## src/rtl/dcache_pkg.sv

```systemverilog
// ============================================================================
// Module      : dcache_pkg
// Description : Shared defaults, refill FSM encoding and address-split helpers
//               for the data/instruction cache refill controllers.
// Revision    : 1.0 - initial release
// ============================================================================
`default_nettype none

package dcache_pkg;

  localparam int ADDR_W     = 32;
  localparam int DATA_W     = 32;
  localparam int INDEX_W    = 7;
  localparam int LINE_WORDS = 4;
  localparam int OFF_W      = $clog2(LINE_WORDS);
  localparam int TAG_W      = ADDR_W - INDEX_W - OFF_W - 2;

  typedef enum logic [2:0] {
    ST_IDLE   = 3'd0,
    ST_REQ    = 3'd1,
    ST_FILL   = 3'd2,
    ST_LAST   = 3'd3,
    ST_COMMIT = 3'd4
  } refill_state_t;

  // Address layout: | tag | index | word offset | byte offset (2) |
  function automatic logic [TAG_W-1:0] addr_tag(input logic [ADDR_W-1:0] addr);
    return addr[ADDR_W-1 -: TAG_W];
  endfunction

  function automatic logic [INDEX_W-1:0] addr_index(input logic [ADDR_W-1:0] addr);
    return addr[OFF_W+2 +: INDEX_W];
  endfunction

  function automatic logic [OFF_W-1:0] addr_offset(input logic [ADDR_W-1:0] addr);
    return addr[2 +: OFF_W];
  endfunction

endpackage

`default_nettype wire

```

## src/rtl/dcache_refill_ctrl_beat_counter.sv

```systemverilog
// ============================================================================
// Module      : refill_beat_counter
// Description : Wrapping beat counter with start-offset load and a count of
//               beats still to be accepted for the current line.
// Revision    : 1.0 - initial release
// ============================================================================
`default_nettype none

module refill_beat_counter #(
  parameter int LINE_WORDS = 4,
  parameter int OFF_W      = $clog2(LINE_WORDS)
) (
  input  logic             clk,
  input  logic             Reset,
  input  logic             load_i,
  input  logic [OFF_W-1:0] start_i,
  input  logic             step_i,
  output logic [OFF_W-1:0] count_o,
  output logic [OFF_W:0]   remaining_o,
  output logic             last_o
);

  localparam logic [OFF_W:0] LINE_BEATS = (OFF_W+1)'(LINE_WORDS);

  logic [OFF_W-1:0] count_q;
  logic [OFF_W:0]   remaining_q;

  // LINE_WORDS is a power of two, so the word counter wraps by overflow.
  always_ff @(posedge clk or posedge Reset) begin
    if (Reset) begin
      count_q     <= '0;
      remaining_q <= '0;
    end else if (load_i) begin
      count_q     <= start_i;
      remaining_q <= LINE_BEATS;
    end else if (step_i && (remaining_q != '0)) begin
      count_q     <= count_q + 1'b1;
      remaining_q <= remaining_q - 1'b1;
    end
  end

  assign count_o     = count_q;
  assign remaining_o = remaining_q;
  assign last_o      = (remaining_q == (OFF_W+1)'(1));

endmodule

`default_nettype wire

```

## src/rtl/dcache_refill_ctrl.sv

```systemverilog
// ============================================================================
// Module      : dcache_refill_ctrl
// Description : Data cache line-refill controller: request line, write beats
//               to the data RAM, then commit tag and valid bit.
//               Optional build macro: DCACHE_CRITICAL_WORD_FIRST_EN
// Revision    : 1.0 - initial release
// ============================================================================
`default_nettype none

module dcache_refill_ctrl #(
  parameter int ADDR_W     = dcache_pkg::ADDR_W,
  parameter int DATA_W     = dcache_pkg::DATA_W,
  parameter int INDEX_W    = dcache_pkg::INDEX_W,
  parameter int LINE_WORDS = dcache_pkg::LINE_WORDS,
  parameter int OFF_W      = $clog2(LINE_WORDS),
  parameter int TAG_W      = ADDR_W - INDEX_W - OFF_W - 2
) (
  input  logic               clk,
  input  logic               Reset,
  input  logic               MissReq,
  input  logic [ADDR_W-1:0]  MissAddr,
  output logic               Busy,
  output logic               MemReq,
  output logic [ADDR_W-1:0]  MemAddr,
  input  logic               MemAck,
  input  logic               MemRdValid,
  input  logic [DATA_W-1:0]  MemRdData,
  output logic               DataWrite,
  output logic [INDEX_W-1:0] DataIndex,
  output logic [OFF_W-1:0]   DataWordSel,
  output logic [DATA_W-1:0]  DataWriteData,
  output logic               TagWrite,
  output logic [TAG_W-1:0]   TagData,
  output logic               WriteValid,
  output logic [INDEX_W-1:0] CacheIndexWrite,
`ifdef DCACHE_CRITICAL_WORD_FIRST_EN
  output logic               CritValid,
  output logic [DATA_W-1:0]  CritData,
`endif
  output logic               RefillDone
);

  import dcache_pkg::*;

`ifdef DCACHE_CRITICAL_WORD_FIRST_EN
  localparam int ADDR_LSB = 2;
`else
  localparam int ADDR_LSB = OFF_W + 2;
`endif

  refill_state_t state_q, state_d;

  logic [TAG_W-1:0]   tag_q;
  logic [INDEX_W-1:0] index_q;

  logic               busy_q, mem_req_q;
  logic [ADDR_W-1:0]  mem_addr_q;
  logic               data_write_q;
  logic [INDEX_W-1:0] data_index_q;
  logic [OFF_W-1:0]   data_word_sel_q;
  logic [DATA_W-1:0]  data_write_data_q;
  logic               tag_write_q, write_valid_q, refill_done_q;
  logic [TAG_W-1:0]   tag_data_q;
  logic [INDEX_W-1:0] cache_index_write_q;

  logic               w_miss_go, w_ack_go, w_beat, w_commit;
  logic [OFF_W-1:0]   w_start, w_count;
  logic [OFF_W:0]     w_remaining;
  logic               w_last;
  logic [ADDR_W-1:0]  w_req_addr;
  logic               w_unused;

  assign w_miss_go  = (state_q == ST_IDLE) && MissReq;
  assign w_ack_go   = (state_q == ST_REQ)  && MemAck;
  assign w_beat     = (state_q == ST_FILL) && MemRdValid;
  assign w_commit   = (state_q == ST_LAST);
  assign w_req_addr = {MissAddr[ADDR_W-1:ADDR_LSB], {ADDR_LSB{1'b0}}};

`ifdef DCACHE_CRITICAL_WORD_FIRST_EN
  logic [OFF_W-1:0]  off_q;
  logic              first_q;
  logic              crit_valid_q;
  logic [DATA_W-1:0] crit_data_q;

  // The first beat of a wrapped burst is the word the core is waiting on.
  always_ff @(posedge clk or posedge Reset) begin
    if (Reset) begin
      off_q        <= '0;
      first_q      <= 1'b0;
      crit_valid_q <= 1'b0;
      crit_data_q  <= '0;
    end else begin
      if (w_miss_go) off_q <= MissAddr[2 +: OFF_W];
      if (w_ack_go) first_q <= 1'b1;
      else if (w_beat) first_q <= 1'b0;
      crit_valid_q <= w_beat && first_q;
      if (w_beat && first_q) crit_data_q <= MemRdData;
    end
  end

  assign w_start   = off_q;
  assign CritValid = crit_valid_q;
  assign CritData  = crit_data_q;
  assign w_unused  = ^{MissAddr[1:0], w_remaining};
`else
  assign w_start   = '0;
  assign w_unused  = ^{MissAddr[OFF_W+1:0], w_remaining};
`endif

  refill_beat_counter #(
    .LINE_WORDS (LINE_WORDS),
    .OFF_W      (OFF_W)
  ) u_beat_cnt (
    .clk         (clk),
    .Reset       (Reset),
    .load_i      (w_ack_go),
    .start_i     (w_start),
    .step_i      (w_beat),
    .count_o     (w_count),
    .remaining_o (w_remaining),
    .last_o      (w_last)
  );

  always_comb begin
    state_d = state_q;
    case (state_q)
      ST_IDLE:   if (MissReq) state_d = ST_REQ;
      ST_REQ:    if (MemAck) state_d = ST_FILL;
      ST_FILL:   if (MemRdValid && w_last) state_d = ST_LAST;
      ST_LAST:   state_d = ST_COMMIT;
      ST_COMMIT: state_d = ST_IDLE;
      default:   state_d = ST_IDLE;
    endcase
  end

  always_ff @(posedge clk or posedge Reset) begin
    if (Reset) begin
      state_q             <= ST_IDLE;
      tag_q               <= '0;
      index_q             <= '0;
      busy_q              <= 1'b0;
      mem_req_q           <= 1'b0;
      mem_addr_q          <= '0;
      data_write_q        <= 1'b0;
      data_index_q        <= '0;
      data_word_sel_q     <= '0;
      data_write_data_q   <= '0;
      tag_write_q         <= 1'b0;
      write_valid_q       <= 1'b0;
      refill_done_q       <= 1'b0;
      tag_data_q          <= '0;
      cache_index_write_q <= '0;
    end else begin
      state_q   <= state_d;
      busy_q    <= (state_d != ST_IDLE);
      mem_req_q <= (state_d == ST_REQ);

      if (w_miss_go) begin
        tag_q      <= MissAddr[ADDR_W-1 -: TAG_W];
        index_q    <= MissAddr[OFF_W+2 +: INDEX_W];
        mem_addr_q <= w_req_addr;
      end

      data_write_q <= w_beat;
      if (w_beat) begin
        data_index_q      <= index_q;
        data_word_sel_q   <= w_count;
        data_write_data_q <= MemRdData;
      end

      // Commit is raised only after the final DataWrite has been presented.
      tag_write_q   <= w_commit;
      write_valid_q <= w_commit;
      refill_done_q <= w_commit;
      if (w_commit) begin
        tag_data_q          <= tag_q;
        cache_index_write_q <= index_q;
      end
    end
  end

  assign Busy            = busy_q;
  assign MemReq          = mem_req_q;
  assign MemAddr         = mem_addr_q;
  assign DataWrite       = data_write_q;
  assign DataIndex       = data_index_q;
  assign DataWordSel     = data_word_sel_q;
  assign DataWriteData   = data_write_data_q;
  assign TagWrite        = tag_write_q;
  assign TagData         = tag_data_q;
  assign WriteValid      = write_valid_q;
  assign CacheIndexWrite = cache_index_write_q;
  assign RefillDone      = refill_done_q;

endmodule

`default_nettype wire

```

## config.mk

```make
export PLATFORM = sky130hd
export DESIGN_NAME = dcache_refill_ctrl
export DESIGN_NICKNAME = d
export VERILOG_FILES = /design/src/rtl/dcache_pkg.sv /design/src/rtl/dcache_refill_ctrl_beat_counter.sv /design/src/rtl/dcache_refill_ctrl.sv
export SDC_FILE = /design/constraint.sdc
export NUM_CORES = 1
export LEC_CHECK = 0
export BUFFER_PORTS_ARGS = -buffer_cell sky130_fd_sc_hd__buf_2
export CORE_AREA = 2 2 118 91
export CTS_CLUSTER_SIZE = 12
export DETAILED_ROUTE_END_ITERATION = 10
export DIE_AREA = 0 0 120 93
export GPL_TIMING_DRIVEN = 1
export PLACE_DENSITY_LB_ADDON = 0.1
export REMOVE_ABC_BUFFERS = 1
export SLEW_MARGIN = 5
export SYNTH_ARGS = -nofsm -noshare
export SYNTH_HDL_FRONTEND = slang
export SYNTH_SLANG_ARGS = --single-unit
```

## constraint.sdc

```tcl
create_clock -name clk -period 2.8 [get_ports clk]
set_input_delay 0.14 -clock clk [delete_from_list [all_inputs] [get_ports clk]]
set_output_delay 0.14 -clock clk [all_outputs]
set_load 0.03 [all_outputs]
```

==> flow_summary.yaml <==
floorplan:
  die_y_um: 93
  fp.dieW_um: 120
  dieArea_um2: 11200
  rows: 32
  core_um2: 10000
  start_util: 0.420
  io_pins: 176
power:
  cellLeakagePower_uw: 0.00287
  vdd_drop_max_uv: 665
  power_density_nw_per_um2: 1380
grt:
  first_global_vias: 2788
  grt_pass1_wl_mm: 14.1
  grt.total_usage: 0.164
  antenna_found_initial: 0
  gr-total-overflow: 0
  grt_max_degree: 57
worst_setup_path:
  start_kind: "flop"
  worstPathMaxFanout: 43
  setup.worst_path.class: "reg -> reg"
  cp-end-kind: "flop"
  crit_chain: "nor4bb_4, buf_12, mux2_2"
  cp_num_buf_inv: 1
  slowest_delay_ns: 0.55
  crit_path_top_delay_cell: "nor4bb_4"
  required_ns: 3.02
  cp_top_family: "simple AND/OR/NAND/NOR gates"
  cp_data_arrival_time_ns: 2.06
clock_tree:
  clk_pin_slew_worst_paths_ns: 0.07
  cts_root_buf: "clkbuf_16"
  clkSinkCount: 109
  clkLatencyLatePin_ns: 0.34
  hold_buffers: 1
  cts.repair.resized: 0
  postCtsSetupRepairBufs: 0
  cts_tree: "done"
  htree_levels: 3
  cts_inserted_buffers: 9
  clock_path_buffers: 2
synthesis:
  synth_cells: 317
  syn_area_um2: 4220
  ys_ff_latch: 109
  syn_area_per_cell_um2: 13.3
  ys_warn_count: 0
  ys_seq_area_frac: 0.647
  synth.distinct_cells: 25
routing:
  routed_wl_mm: 8.74
  vias: 2852
  drtAntennaViolNets: 0
  firstDrtPassIters: 4
  via_per_inst: 4.56
  wl_per_cell_um: 14.0
  drt_iter0_drc: 151
  post-route-drc-count: 0
timing:
  timing.fmax_mhz: 545
  finalSetupViolations: 0
  rsz0062_at_grt: "false"
  setup_tns_ns: 0
  final.min_clock_period_ns: 1.84
  hold_viol_final: 0
  worst_slack_ns: 0.965
  relSlewSlack: 0.535
  fin_crit_sh: 0.655
  slew_viol_final: 0
  worstMarginPinSlew_ns: 0.697
  fin_worst_skew_ns: 0.00458
final_layout:
  finalNetCount: 556
  fin_area_um2: 5510
  drive_gt1_frac: 0.536
  fin_util: 0.548
  area_delta_synth_final_pct: 30.6
  diodes: 0
  final_cell_mix: "buf_2 (167), dfrtp_1 (109), nand2_1 (89), mux2_2 (70), clkbuf_16 (9)"
  final_common_cell: "buf_2"
placed_design:
  port_buffers: 167
  dpl.hpwl_mm: 5.98
  place_area_um2: 5190
  place.gp.congestion: 0.719
  pre_cts_ws_ns: 0.972
flow_run:
  cap_violations: 0
min_path:
  min_path_type: "in -> reg"
run_status:
  outcome: "finished, final reports clean"
==> where the power goes <==
part	switching (uW)	leakage [uW]	internal (uW)
sequential	433	0.00132	2330
clock	544	0.000152	766
combinational	2300	0.00140	1240
==> layer usage <==
metal / part of all wire / up-vias / track usage
met5: 0 / - / 0
met4: 0.013 / 0 / 0.0559
met3: 0.059 / 9 / 0.0530
met2: 0.49 / 85 / 0.266
met1: 0.44 / 1387 / 0.209
li1: - / 1371 / -
==> cell usage after synthesis <==
cell,instances,area (um2)
buf_2,4,20.0
buf_4,10,75.1
mux2i_1,4,40.0
buf_1,1,3.75
nand3b_1,2,15.0
conb_1,1,3.75
and3b_1,1,8.76
a31o_2,1,8.76
nand2_1,89,334
nor3_1,1,5.00
inv_1,6,22.5
ha_1,3,37.5
nand4bb_1,1,11.3
a211oi_1,1,7.51
nand2b_4,1,13.8
nor2_1,2,7.51
clkbuf_2,1,5.00
nand2b_1,2,12.5
nor4bb_1,1,10.0
a31oi_1,1,6.26
dfrtp_1,109,2730
mux2_2,70,788
buf_6,3,33.8
nor3_4,1,16.3
clkbuf_1,1,3.75
==> through the flow <==
stage          hold WS (ns)  cells  total power (uW)
2_1_floorplan         0.269    300              5260
3_3_place_gp          0.310    608              6310
3_5_place_dp          0.314    608              6390
4_1_cts             0.00915    625              7730
5_1_grt             0.00862    625              8080
6_report             0.0269    625              7620
==> registers in the layout, indices dropped and copies added (netlist names), 2 cells and up <==
register,cells
CacheIndexWrite,7
u_beat_cnt.count_o,2
u_beat_cnt.remaining_o,3
index_q,6
DataWriteData,32
DataWordSel,2
TagData,21
DataIndex,7
state_q,3
tag_q,21
==> cells by family (layout without fill, tap and decap cells) <==
| group | Yosys count | in the layout | synth area share |
|---|---|---|---|
| and+or+nand+nor | 101 | 101 | 0.103 |
| adders and majority gates | 3 | 3 | 0.00890 |
| other | 1 | 4 | 0.000889 |
| muxes | 74 | 74 | 0.196 |
| AOI/OAI and AO/OA | 3 | 3 | 0.00534 |
| buffers and inverters | 26 | 195 | 0.0389 |
| DFF | 109 | 109 | 0.647 |
==> final cells by class <==
| type | count | area [um2] |
|---|---|---|
| tap | 136 | 170 |
| clock buffer | 13 | 270 |
| timing repair buffer | 173 | 921 |
| clock inverter | 3 | 42.5 |
| inverter | 6 | 25.0 |
| multi-input combinational | 185 | 1350 |
| sequential | 109 | 2730 |
| fill | 912 | 4540 |
==> worst paths after layout <==
kind | slack [ns] | startpoint | to | cells after the start
setup / recovery | 0.96 | state_q[0] | DataWriteData[19] | 3
hold / removal | 0.03 | MemRdData[5] | DataWriteData[5] | 2
setup reg to reg | 0.96 | state_q[0] | DataWriteData[19] | 3
hold reg to reg | 0.47 | TagData[0] | TagData[0] | 2
max in group asynchronous | 1.60 | Reset | CacheIndexWrite[5] | 4
min in group asynchronous | 0.47 | Reset | DataWriteData[26] | 3
Note: power is estimated with default switching activity, not from simulation.
